**config.mk**
```make
export PLATFORM = sky130hd
export DESIGN_NAME = reception_query_issuer
export DESIGN_NICKNAME = d
export VERILOG_FILES = /design/src/rtl/reception_pkg.sv /design/src/rtl/reception_query_issuer_fifo.sv /design/src/rtl/reception_query_issuer.sv
export SDC_FILE = /design/constraint.sdc
export NUM_CORES = 1
export LEC_CHECK = 0
export CAP_MARGIN = 10
export CORE_UTILIZATION = 60
export CTS_CLUSTER_DIAMETER = 40
export CTS_CLUSTER_SIZE = 10
export DETAILED_ROUTE_END_ITERATION = 8
export MAX_ROUTING_LAYER = met4
export PLACE_DENSITY = 0.81
export SLEW_MARGIN = 0
export SYNTH_ARGS = -nofsm -noshare
export SYNTH_HDL_FRONTEND = slang
export SYNTH_SLANG_ARGS = --single-unit
```
**constraint.sdc**
```tcl
create_clock -name clk -period 4.4 [get_ports clk]
set_input_delay 0.44 -clock clk [delete_from_list [all_inputs] [get_ports clk]]
set_output_delay 0.44 -clock clk [all_outputs]
set_load 0.02 [all_outputs]
```
**src/rtl/reception_pkg.sv**
```systemverilog
// Shared codes for the reception desk query/message protocol.
// Used by the patient-side issuer and its testbench.
package reception_pkg;

  typedef enum logic [1:0] {
    MSG_NONE = 2'd0,
    MSG_DOC1 = 2'd1,
    MSG_DOC2 = 2'd2,
    MSG_WAIT = 2'd3
  } msg_e;

  typedef enum logic [1:0] {
    Q_REQ  = 2'b00,
    Q_REL1 = 2'b01,
    Q_REL2 = 2'b10
  } query_e;

  typedef enum logic [2:0] {
    IDLE,
    ISSUE,
    WAIT_RESP,
    BACKOFF,
    RELEASE
  } state_e;

endpackage

```
**src/rtl/reception_query_issuer_fifo.sv**
```systemverilog
// Synchronous patient token FIFO with occupancy count.
// A push and a pop may land in the same cycle, even when the FIFO is full.
module patient_fifo #(
  parameter int DEPTH = 4,
  parameter int W     = 4
) (
  input  logic                       clk,
  input  logic                       rst_n,
  input  logic                       push,
  input  logic                       pop,
  input  logic [W-1:0]               wdata,
  output logic [W-1:0]               rdata,
  output logic [$clog2(DEPTH):0]     count,
  output logic                       full,
  output logic                       empty
);

  localparam int AW = $clog2(DEPTH);

  logic [W-1:0]  mem [DEPTH];
  logic [AW-1:0] wptr;
  logic [AW-1:0] rptr;
  logic          pop_ok;
  logic          push_ok;

  assign empty   = (count == '0);
  assign full    = (count == (AW+1)'(DEPTH));
  assign pop_ok  = pop && !empty;
  assign push_ok = push && (!full || pop_ok);
  assign rdata   = mem[rptr];

  // NOTE: storage is deliberately not reset; validity is tracked by count alone.
  always_ff @(posedge clk) begin
    if (push_ok) mem[wptr] <= wdata;
  end

  always_ff @(posedge clk or negedge rst_n) begin
    if (!rst_n) begin
      wptr  <= '0;
      rptr  <= '0;
      count <= '0;
    end else begin
      if (push_ok) wptr <= wptr + 1'b1;
      if (pop_ok)  rptr <= rptr + 1'b1;
      case ({push_ok, pop_ok})
        2'b10:   count <= count + 1'b1;
        2'b01:   count <= count - 1'b1;
        default: count <= count;
      endcase
    end
  end

endmodule

```
**src/rtl/reception_query_issuer.sv**
```systemverilog
// Patient-side initiator: queues arrivals, issues one doctor request at a time,
// retries after back-off, and forwards doctor releases ahead of queued requests.
module reception_query_issuer
  import reception_pkg::*;
#(
  parameter int QUEUE_DEPTH  = 4,
  parameter int TOKEN_W      = 4,
  parameter int RETRY_WAIT   = 20,
  parameter int RESP_TIMEOUT = 8
) (
  input  logic                           clk,
  input  logic                           rst_n,
  input  logic                           arrive,
  input  logic                           release_req,
  input  logic                           release_doc,
  input  logic [1:0]                     message,
  output logic                           start,
  output logic [1:0]                     query,
  output logic                           allot_valid,
  output logic [1:0]                     allot_doctor,
  output logic [TOKEN_W-1:0]             allot_token,
  output logic [$clog2(QUEUE_DEPTH):0]   queue_count,
  output logic                           queue_full,
  output logic                           timeout_err
);

  localparam int TIMER_MAX = (RETRY_WAIT > RESP_TIMEOUT) ? RETRY_WAIT : RESP_TIMEOUT;
  localparam int TIMER_W   = $clog2(TIMER_MAX + 1);

  state_e               state;
  query_e               query_q;
  logic [TIMER_W-1:0]   timer;
  logic [TOKEN_W-1:0]   token_cnt;
  logic [TOKEN_W-1:0]   head_token;
  logic                 pend_valid;
  logic                 pend_doc;
  logic                 fifo_empty;
  logic                 push;
  logic                 pop;
  logic                 got_doctor;

  assign got_doctor = (message == MSG_DOC1) || (message == MSG_DOC2);
  assign pop        = (state == WAIT_RESP) && got_doctor;
  assign push       = arrive && (!queue_full || pop);
  assign query      = query_q;

  patient_fifo #(
    .DEPTH (QUEUE_DEPTH),
    .W     (TOKEN_W)
  ) u_fifo (
    .clk   (clk),
    .rst_n (rst_n),
    .push  (push),
    .pop   (pop),
    .wdata (token_cnt),
    .rdata (head_token),
    .count (queue_count),
    .full  (queue_full),
    .empty (fifo_empty)
  );

  // Tokens only advance when an arrival is actually accepted.
  always_ff @(posedge clk or negedge rst_n) begin
    if (!rst_n) token_cnt <= '0;
    else if (push) token_cnt <= token_cnt + 1'b1;
  end

  // A fresh release_req wins over clearing, so a release in the decision cycle is not lost.
  always_ff @(posedge clk or negedge rst_n) begin
    if (!rst_n) begin
      pend_valid <= 1'b0;
      pend_doc   <= 1'b0;
    end else if (release_req) begin
      pend_valid <= 1'b1;
      pend_doc   <= release_doc;
    end else if (state == IDLE && pend_valid) begin
      pend_valid <= 1'b0;
    end
  end

  always_ff @(posedge clk or negedge rst_n) begin
    if (!rst_n) begin
      state        <= IDLE;
      timer        <= '0;
      start        <= 1'b0;
      query_q      <= Q_REQ;
      allot_valid  <= 1'b0;
      allot_doctor <= '0;
      allot_token  <= '0;
      timeout_err  <= 1'b0;
    end else begin
      // NOTE: pulse outputs default low each cycle so every strobe lasts exactly one clock.
      start        <= 1'b0;
      query_q      <= Q_REQ;
      allot_valid  <= 1'b0;
      allot_doctor <= '0;
      allot_token  <= '0;
      timeout_err  <= 1'b0;
      case (state)
        IDLE: begin
          if (pend_valid) begin
            state   <= RELEASE;
            start   <= 1'b1;
            query_q <= pend_doc ? Q_REL2 : Q_REL1;
          end else if (!fifo_empty) begin
            state <= ISSUE;
            start <= 1'b1;
          end
        end
        RELEASE: state <= IDLE;
        ISSUE: begin
          state <= WAIT_RESP;
          timer <= '0;
        end
        WAIT_RESP: begin
          if (got_doctor) begin
            allot_valid  <= 1'b1;
            allot_doctor <= message;
            allot_token  <= head_token;
            state        <= IDLE;
          end else if (message == MSG_WAIT) begin
            state <= BACKOFF;
            timer <= '0;
          end else if (timer == TIMER_W'(RESP_TIMEOUT - 1)) begin
            timeout_err <= 1'b1;
            state       <= BACKOFF;
            timer       <= '0;
          end else begin
            timer <= timer + 1'b1;
          end
        end
        BACKOFF: begin
          if (timer == TIMER_W'(RETRY_WAIT - 1)) state <= IDLE;
          else timer <= timer + 1'b1;
        end
        default: state <= IDLE;
      endcase
    end
  end

endmodule

```
==> After elaboration in Yosys (flattened, before gate mapping) <==
Memories as Yosys holds them, arrays and structs flattened.
Index checks and enable logic that the tools add are counted.
{ "word_totals": {"mem_bits_rw": 16, "n_memories": 1, "word_cells": 87, "output_inout_bits": 15, "reg_bits": 32, "inputBits": 7} }
{ "mem_list": {"columns": ["memory", "words", "word_bits", "read_ports", "rd_clocked_by_memory_dff", "write_ports", "line", "source"], "rows": [
  ["u_fifo.mem", 4, 4, 1, 0, 1, "reception_query_issuer_fifo.sv:20", "logic [W-1:0] mem [DEPTH];"]
]} }
{ "op_classes": {"muxes": 33, "reduce_logical": 17, "eq_ne": 16, "add_sub_neg": 6} }
{ "ops": {"columns": ["op", "count"], "rows": [
  ["two-way mux 5 bit", 4],
  ["two-way mux 3 bit", 6],
  ["one-hot mux 5 bit (3 select lines)", 1],
  ["two-way mux 1 bit", 13],
  ["one-hot mux 3 bit (4 select lines)", 1],
  ["two-way mux 2 bit", 5],
  ["two-way mux 4 bit", 2],
  ["equality test 2 bit, second input constant", 3],
  ["equality test 3 x 2 -> 1 bit, second input constant", 2],
  ["logical NOT 3 bit", 2],
  ["!= test 2 bit, second input constant", 3],
  ["one-hot mux 3 bit (2 select lines)", 1],
  ["AND reduction 3 bit", 2],
  ["adder 5 x 1 -> 5 bit, second input constant", 1],
  ["equality test 5 x 3 -> 1 bit, second input constant", 1],
  ["equality test 5 bit, second input constant", 1],
  ["logical AND 1 bit", 5],
  ["adder 2 x 1 -> 2 bit, second input constant", 2],
  ["adder 4 x 1 -> 4 bit, second input constant", 1],
  ["equality test 2 x 1 -> 1 bit, second input constant", 2],
  ["!= test 4 x 2 -> 1 bit, second input constant", 1],
  ["nonzero test 2 bit", 2],
  ["adder 3 x 1 -> 3 bit, second input constant", 1],
  ["equality test 3 x 1 -> 1 bit, second input constant", 1],
  ["other kinds (6)", 9]
]} }

==> Longest topological paths before layout <==
Gate-level depths: netlist of run 1.
{ "logic_depth": {"word_depth": 8, "depth_mapped": 13, "mapped_depth_nobuf": 11} }

==> By module <==
Synthesis of run 1 repeated with hierarchy kept, for this count alone.
{ "hier_totals": {"cells_unflattened": 152, "area_unflattened_um2": 2133.3} }
{ "modules_own_cells": {"columns": ["mod", "area_each_um2", "cells_per_inst", "n_inst", "seq_area_each_um2"], "rows": [
  ["reception_query_issuer", 1121.1, 93, 1, 625.6],
  ["patient_fifo", 1012.2, 59, 1, 655.6]
]} }

==> Least setup slack after synthesis of run 1 <==
Ideal clock, no wire load.
{ "synth_timing": {"path_type": "input-to-reg", "startpoint": "in message[0]", "endpoint": "reg u_fifo.count[2]", "t_required_ns": 4.267, "slack_ns": 1.770, "t_arrival_ns": 2.497, "path_buffers": 2, "setup_ns": 0.133, "stages": 13, "path_cell_list": "inv_1 > ha_1 > or4b_1 > buf_2 > a21boi_2 > buf_6 > inv_1 > ha_1 > inv_1 > fa_1 > xor2_1 > nor2_1 > xor2_1"} }
{ "synth_via": {"elab_chain_cells": 8, "word_cells_on_any_way": 13, "cone_classes": "eq/ne (4); mux (1); reduce/logical (8)"} }
{ "synth_lines": {"columns": ["item", "line", "source"], "rows": [
  ["from (decl)", "reception_query_issuer.sv:16", "input logic [1:0] message,"],
  ["equality test 2 x 1 -> 1 bit / equality test 2 bit (equally long branches)", "reception_query_issuer.sv:42", "assign got_doctor = (message == MSG_DOC1) || (message == MSG_DOC2);"],
  ["logical OR 1 bit *", "reception_query_issuer.sv:42", null],
  ["logical AND 1 bit *", "reception_query_issuer.sv:43", "assign pop = (state == WAIT_RESP) && got_doctor;"],
  ["logical OR 1 bit / logical AND 1 bit (equally long branches)", "reception_query_issuer.sv:44, reception_query_issuer_fifo.sv:28", null],
  ["logical AND 1 bit / logical OR 1 bit (equally long branches)", "reception_query_issuer.sv:44, reception_query_issuer_fifo.sv:29", null],
  ["logical AND 1 bit", "reception_query_issuer_fifo.sv:29", "assign push_ok = push && (!full || pop_ok);"],
  ["equality test 2 x 1 -> 1 bit / equality test 2 bit (equally long branches)", "reception_query_issuer_fifo.sv:45", "case ({push_ok, pop_ok})"],
  ["one-hot mux 3 bit (2 select lines) / nonzero test 2 bit (equally long branches)", null, null],
  ["to (signal assigned)", "reception_query_issuer_fifo.sv:46", "2'b10: count <= count + 1'b1;"],
  ["to (signal assigned)", "reception_query_issuer_fifo.sv:47", "2'b01: count <= count - 1'b1;"],
  ["to (signal assigned)", "reception_query_issuer_fifo.sv:48", "default: count <= count;"],
  ["to (decl)", "reception_query_issuer_fifo.sv:13", "output logic [$clog2(DEPTH):0] count,"]
]} }
Mark *: on every way between the ends. The rest lies on a longest branch, timed or not.
A chain may end at the register's enable or synchronous reset.

==> Worst setup path in the final report of run 1 <==
Same ends and word-level chain as after synthesis.

==> results.py, run 1 <==
metrics = {
    "outcome": {
        "status": "finished clean",
    },
    "synth": {
        "syn_nets": 173,
        "syn_area_sq_um": 2130,
        "ys_warn_count": 0,
        "async_reset_ff_share_pct": 66.7,
        "synth_edf_count": 16,
        "avgSynthCellArea_sq_um": 13.7,
        "synth_cell_types": 49,
        "synth_sequential_area_ratio_pct": 60.1,
        "ys_ff_latch": 48,
        "synth_ff_type": "dfrtp_1",
        "synthCells": 155,
    },
    "clock_tree": {
        "cts_buffers": 5,
        "path_clk_slew_ns": 0.13,
        "cts_resized": 0,
        "cts_tree": "built",
        "postCtsSetupRepairBufs": 0,
        "clk_latency_ns": 0.36,
        "ctsHoldBuffers": 0,
        "cts_htree_levels": 2,
        "root_buffer": "clkbuf_4",
        "ctsLongestPathBuffers": 2,
        "cts_sinks": 48,
    },
    "grt": {
        "grt_max_degree": 33,
        "grt_pass1_wl_um": 5520,
        "antenna_found_initial": 0,
        "overflow": 0,
        "grt_usage_pct": 21.5,
        "grt_pass1_vias": 1204,
    },
    "sta": {
        "fin_crit_sh_pct": 71.6,
        "drv_slew": 0,
        "worstMarginPinSlew_ns": 0.616,
        "rsz0062_at_grt": "false",
        "max-slew-margin-rel_pct": 58.6,
        "finClkSkew_ns": 0.0113,
        "setup_tns_ns": 0,
        "fin_ws_ns": 1.25,
        "fmax_mhz": 317,
        "hold_slack_ns": 0.455,
        "hold_viol": 0,
        "finalCriticalPeriod_ns": 3.15,
        "setup_violations": 0,
    },
    "critical_path": {
        "max_stage_delay_ns": 0.63,
        "critPathBufInv": 4,
        "crit_path_frequent_cell": "inv_1",
        "cp_cell_sequence": "clkdlybuf4s50_1, inv_1, ha_1, or4b_1, a21boi_2, inv_1, ha_1, inv_1, fa_1, xor2_1, nor2_1, xor2_1",
        "rrSetupSlack_ns": 1.69,
        "ff2ff_path_depth": 9,
        "crit_slowest_cell": "or4b_1",
        "r2r-start": "state[0]$_DFFE_PN0P_",
        "cp-end-kind": "flop",
        "path_delay_family": "buffers and inverters",
        "path_class": "in -> reg",
        "worst_setup_path_start_kind": "input port",
        "crit_arrival_ns": 3.40,
        "required_ns": 4.64,
        "cp_max_fo": 12,
        "r2r_end": "u_fifo.count[2]$_DFFE_PN0P_",
    },
    "final_layout": {
        "num-fill-cells": 255,
        "fin_util_pct": 72.1,
        "area.growth.synth_to_final_pct": 13.8,
        "n_antenna_cell": 0,
        "final_cell_area_sq_um": 2420,
        "drive_gt1_share_pct": 13.4,
        "nets": 196,
        "final_cells": 225,
    },
    "detailed_routing": {
        "ant_nets": 0,
        "wl_met1_um": 1510,
        "num_vias": 1252,
        "wl_per_cell_um": 14.7,
        "dr_wl_met3_um": 156,
        "drc": 0,
        "dr.pass1.iters": 4,
        "detail_route.vias_per_cell": 5.56,
        "drt-total-wl_um": 3310,
        "drt_iter0_drc": 28,
        "met2_length_um": 1570,
        "highest_layer": "met4",
    },
    "placement": {
        "port_buffers": 21,
        "place_area_sq_um": 2370,
        "dp_slack_ns": 0.854,
        "place_hpwl_um": 2450,
        "gp_congestion": 0.802,
        "dp_cells": 217,
    },
    "floorplan": {
        "rows": 21,
        "dieArea_sq_um": 3790,
        "ios": 22,
        "initial_core_util_pct": 63.4,
        "core_area_sq_um": 3360,
        "die_width_um": 61.6,
        "die_y_um": 61.6,
    },
    "power_and_ir_drop": {
        "power.clock.fraction_pct": 13.7,
        "power_density_nw_per_um2": 588,
        "p_int_mw": 0.926,
        "finalPower_mw": 1.42,
        "swShare_pct": 35.0,
        "p_leak_nw": 1.05,
        "peakVddDrop_uv": 418,
        "comb_power_share_pct": 33.7,
        "seq_power_share_pct": 52.6,
        "p_sw_mw": 0.499,
    },
    "flow_run": {
        "drv_cap": 0,
    },
    "worst_hold_path": {
        "hold_class": "in -> async",
    },
}
kinds of logic after synthesis:
family / share of synthesized area (%)
compound gates: 5.34
xor+xnor: 4.05
fa+ha+maj: 6.81
buf+inv: 3.76
flops: 60.1
mux: 5.75
simple gates: 14.2
cells in the mapped netlist, types with 4 or more instances:
master / instances / area share (%)
dfrtp_1: 32 / 38
edfxtp_1: 16 / 23
inv_1: 12 / 2.1
ha_1: 10 / 5.9
nor2_1: 5 / 0.88
nor3_1: 5 / 1.2
and2_1: 4 / 1.2
and2b_1: 4 / 1.4
mux4_2: 4 / 4.2
nor4_1: 4 / 1.2
xnor2_1: 4 / 1.6
xor2_1: 4 / 1.6
cells in the final DEF, fill, tap and decap left out, types with 5 or more instances in the layout:
cell type	netlist	routed
inv_1	12	12
dfrtp_1	32	32
clkbuf_4	0	5
nor2_1	5	5
clkdlybuf4s50_1	0	21
nor3_1	5	5
ha_1	10	10
edfxtp_1	16	16
power groups by stage:
| stage | Combinational (mW) | Sequential, mW | Clock [mW] |
|---|---|---|---|
| 5_1_grt | 0.534 | 0.771 | 0.217 |
| 3_3_place_gp | 0.458 | 0.747 | 0 |
| 6_report | 0.480 | 0.750 | 0.195 |
| 2_1_floorplan | 0.323 | 0.753 | 0 |
| 3_5_place_dp | 0.482 | 0.761 | 0 |
| 4_1_cts | 0.486 | 0.750 | 0.201 |
layer usage:
layer / track usage (%) / vias up
met5: - / -
met4: 10.2 / 0
met3: 3.99 / 8
met2: 33.8 / 32
met1: 27.0 / 617
li1: - / 595
how the worst max path moves through the flow:
stage               startpoint                          end  slack, ns  cells past startpoint
floorplan           message[0]  u_fifo.count[2]$_DFFE_PN0P_       1.77                     13
global placement    message[0]  u_fifo.count[2]$_DFFE_PN0P_       0.98                     12
detailed placement  message[0]  u_fifo.count[2]$_DFFE_PN0P_       0.85                     12
CTS                 message[0]  u_fifo.count[2]$_DFFE_PN0P_       1.24                     12
global route        message[0]  u_fifo.count[2]$_DFFE_PN0P_       1.05                     12
finish              message[0]  u_fifo.count[2]$_DFFE_PN0P_       1.25                     12
final cells by class:
class	count	area [sq um]	area share, %
inverters	12	45.0	1.86
clock buffers	6	41.3	1.70
clock inverters	2	12.5	0.516
flip-flops and latches	48	1280	52.8
repair buffers	22	218	8.98
multi-input cells	89	769	31.7
well taps	46	57.6	2.37
state kept, by name (all words and copies together) (netlist names), 2 cells and up:
name	cells
state	3
u_fifo.rptr	2
u_fifo.mem	16
allot_token	4
u_fifo.wptr	2
timer	5
allot_doctor	2
u_fifo.count	3
token_cnt	4
query	2
worst reg2reg max path, cell delays in order (launching register included):
cell and delay, ns:
dfrtp_1 0.47, or4b_1 0.70, a21boi_2 0.50, inv_1 0.09, ha_1 0.24, inv_1 0.08
fa_1 0.17, xor2_1 0.14, nor2_1 0.06, xor2_1 0.14
Note: power is estimated with default switching activity, not from simulation.
==> inputs of run 2 (changes only) <==
--- a/config.mk
+++ b/config.mk
@@ -6,12 +6,12 @@
 export NUM_CORES = 1
 export LEC_CHECK = 0
 export CAP_MARGIN = 10
-export CORE_UTILIZATION = 60
+export CORE_UTILIZATION = 55
 export CTS_CLUSTER_DIAMETER = 40
 export CTS_CLUSTER_SIZE = 10
 export DETAILED_ROUTE_END_ITERATION = 8
 export MAX_ROUTING_LAYER = met4
-export PLACE_DENSITY = 0.81
+export PLACE_DENSITY = 0.75
 export SLEW_MARGIN = 0
 export SYNTH_ARGS = -nofsm -noshare
 export SYNTH_HDL_FRONTEND = slang
==> constraint.sdc (replaced) <==
create_clock -name clk -period 3.2 [get_ports clk]
set_input_delay 0.32 -clock clk [delete_from_list [all_inputs] [get_ports clk]]
set_output_delay 0.32 -clock clk [all_outputs]
set_load 0.02 [all_outputs]
==> run 2 against run 1 <==
Setup slack worse by 0.86 ns; first-iteration DRC count up 64%; sequential cell count unchanged; hold slack worse by 0.061 ns; critical endpoint unchanged.
==> results.py, run 2 (synthesized netlist as in run 1, its figures left out) <==
metrics = {
    "outcome": {
        "status": "finished clean",
    },
    "sta": {
        "setup_violations": 0,
        "max-slew-margin-rel_pct": 61.5,
        "fin_crit_sh_pct": 88.0,
        "rsz0062_at_grt": "false",
        "hold_viol": 0,
        "drv_slew": 0,
        "setup_tns_ns": 0,
        "hold_slack_ns": 0.395,
        "finClkSkew_ns": 0.00972,
        "fmax_mhz": 355,
        "worstMarginPinSlew_ns": 0.572,
        "finalCriticalPeriod_ns": 2.82,
    },
    "grt": {
        "grt_pass1_vias": 1221,
        "grt_max_degree": 33,
        "antenna_found_initial": 0,
        "grt_usage_pct": 20.1,
        "grt_pass1_wl_um": 5790,
        "overflow": 0,
    },
    "final_layout": {
        "fin_util_pct": 68.1,
        "n_antenna_cell": 0,
        "area.growth.synth_to_final_pct": 17.9,
        "register_area_sq_um": 1280,
        "final_common_cell": "dfrtp_1",
        "num-fill-cells": 277,
        "reg_top3": "u_fifo.mem: 16 flops, timer: 5 flops",
        "top_register": "u_fifo.mem",
        "drive_gt1_share_pct": 15.4,
        "multiInputGateArea_sq_um": 769,
        "largest_reg_flops": 16,
        "most-common-layout-cells": "dfrtp_1 (32), clkdlybuf4s50_1 (21), edfxtp_1 (16)",
        "nets": 199,
    },
    "placement": {
        "place_hpwl_um": 2430,
        "port_buffers": 21,
        "gp_congestion": 0.778,
    },
    "critical_path": {
        "crit_arrival_ns": 3.04,
        "critPathBufInv": 3,
        "rrSetupSlack_ns": 0.78,
        "required_ns": 3.43,
        "cp_max_fo": 3,
        "r2r_end": "u_fifo.count[2]$_DFFE_PN0P_",
        "ff2ff_path_depth": 8,
        "r2r-start": "state[0]$_DFFE_PN0P_",
        "max_stage_delay_ns": 0.56,
        "cp_cell_sequence": "clkdlybuf4s50_1, inv_1, ha_1, or4b_1, nor2_1, ha_1, inv_1, fa_1, xor2_1, nor2_1, xor2_1",
        "worst_setup_path_start_kind": "input port",
        "cp-end-kind": "flop",
        "path_delay_family": "adder cells",
        "path_class": "in -> reg",
        "crit_slowest_cell": "or4b_1",
    },
    "clock_tree": {
        "root_buffer": "clkbuf_8",
        "cts_htree_levels": 2,
        "cts_buffers": 5,
        "cts_tree": "built",
        "ctsLongestPathBuffers": 2,
        "cts_sinks": 48,
        "postCtsSetupRepairBufs": 0,
        "cts_resized": 0,
        "clk_latency_ns": 0.31,
        "path_clk_slew_ns": 0.09,
        "ctsHoldBuffers": 0,
    },
    "detailed_routing": {
        "num_vias": 1253,
        "dr.pass1.iters": 4,
        "drt_iter0_drc": 46,
        "wl_per_cell_um": 14.8,
        "detail_route.vias_per_cell": 5.45,
        "drt-total-wl_um": 3390,
        "ant_nets": 0,
        "drc": 0,
    },
    "floorplan": {
        "rows": 22,
        "dieArea_sq_um": 4130,
        "core_area_sq_um": 3690,
        "initial_core_util_pct": 57.8,
        "die_y_um": 64.2,
        "die_width_um": 64.2,
        "ios": 22,
    },
    "power_and_ir_drop": {
        "power_density_nw_per_um2": 852,
        "p_leak_nw": 1.09,
        "peakVddDrop_uv": 438,
    },
    "flow_run": {
        "drv_cap": 0,
    },
    "worst_hold_path": {
        "hold_class": "in -> async",
    },
}
run 2: layout make-up:
cell class | count | area share, %
Clock buffer | 5 | 2.74
Clock inverter | 3 | 1.89
Inverter | 12 | 1.79
Timing Repair Buffer | 25 | 9.56
Sequential cell | 48 | 51.0
Tap cell | 48 | 2.39
Multi-Input combinational cell | 89 | 30.6
run 2: metrics by stage:
stage	setup slack [ns]	power, mW	instance area (sq um)	cells
floorplan	0.622	1.48	2130	155
global placement	0.199	1.66	2400	222
detailed placement	0.0664	1.71	2400	222
CTS	0.366	2.16	2510	230
global route	0.226	2.28	2510	230
finish	0.384	2.14	2510	230
run 2: layer usage:
metal | part of all wire, % | GRT usage (%) | wire length [um] | vias to the layer above
met3 | 4.7 | 6.61 | 158 | 8
met5 | 0 | - | 0 | -
met2 | 48 | 30.5 | 1640 | 34
met1 | 44 | 24.4 | 1510 | 612
met4 | 2.4 | 9.17 | 82 | 0
li1 | - | - | - | 599
run 2: how the worst max path moves through the flow:
stage / startpoint / end / slack, ns / depth (start not counted)
floorplan: u_fifo.count[2]$_DFFE_PN0P_ / u_fifo.count[2]$_DFFE_PN0P_ / 0.62 / 10
global placement: message[0] / u_fifo.count[2]$_DFFE_PN0P_ / 0.20 / 11
detailed placement: message[0] / u_fifo.count[2]$_DFFE_PN0P_ / 0.07 / 11
CTS: message[0] / u_fifo.count[2]$_DFFE_PN0P_ / 0.37 / 11
global route: message[0] / u_fifo.count[2]$_DFFE_PN0P_ / 0.23 / 11
finish: message[0] / u_fifo.count[2]$_DFFE_PN0P_ / 0.38 / 11
run 2: power breakdown:
| group | internal [mW] | switching [mW] |
|---|---|---|
| logic | 0.343 | 0.324 |
| clock network | 0.235 | 0.209 |
| registers | 0.852 | 0.178 |
| total | 1.43 | 0.711 |
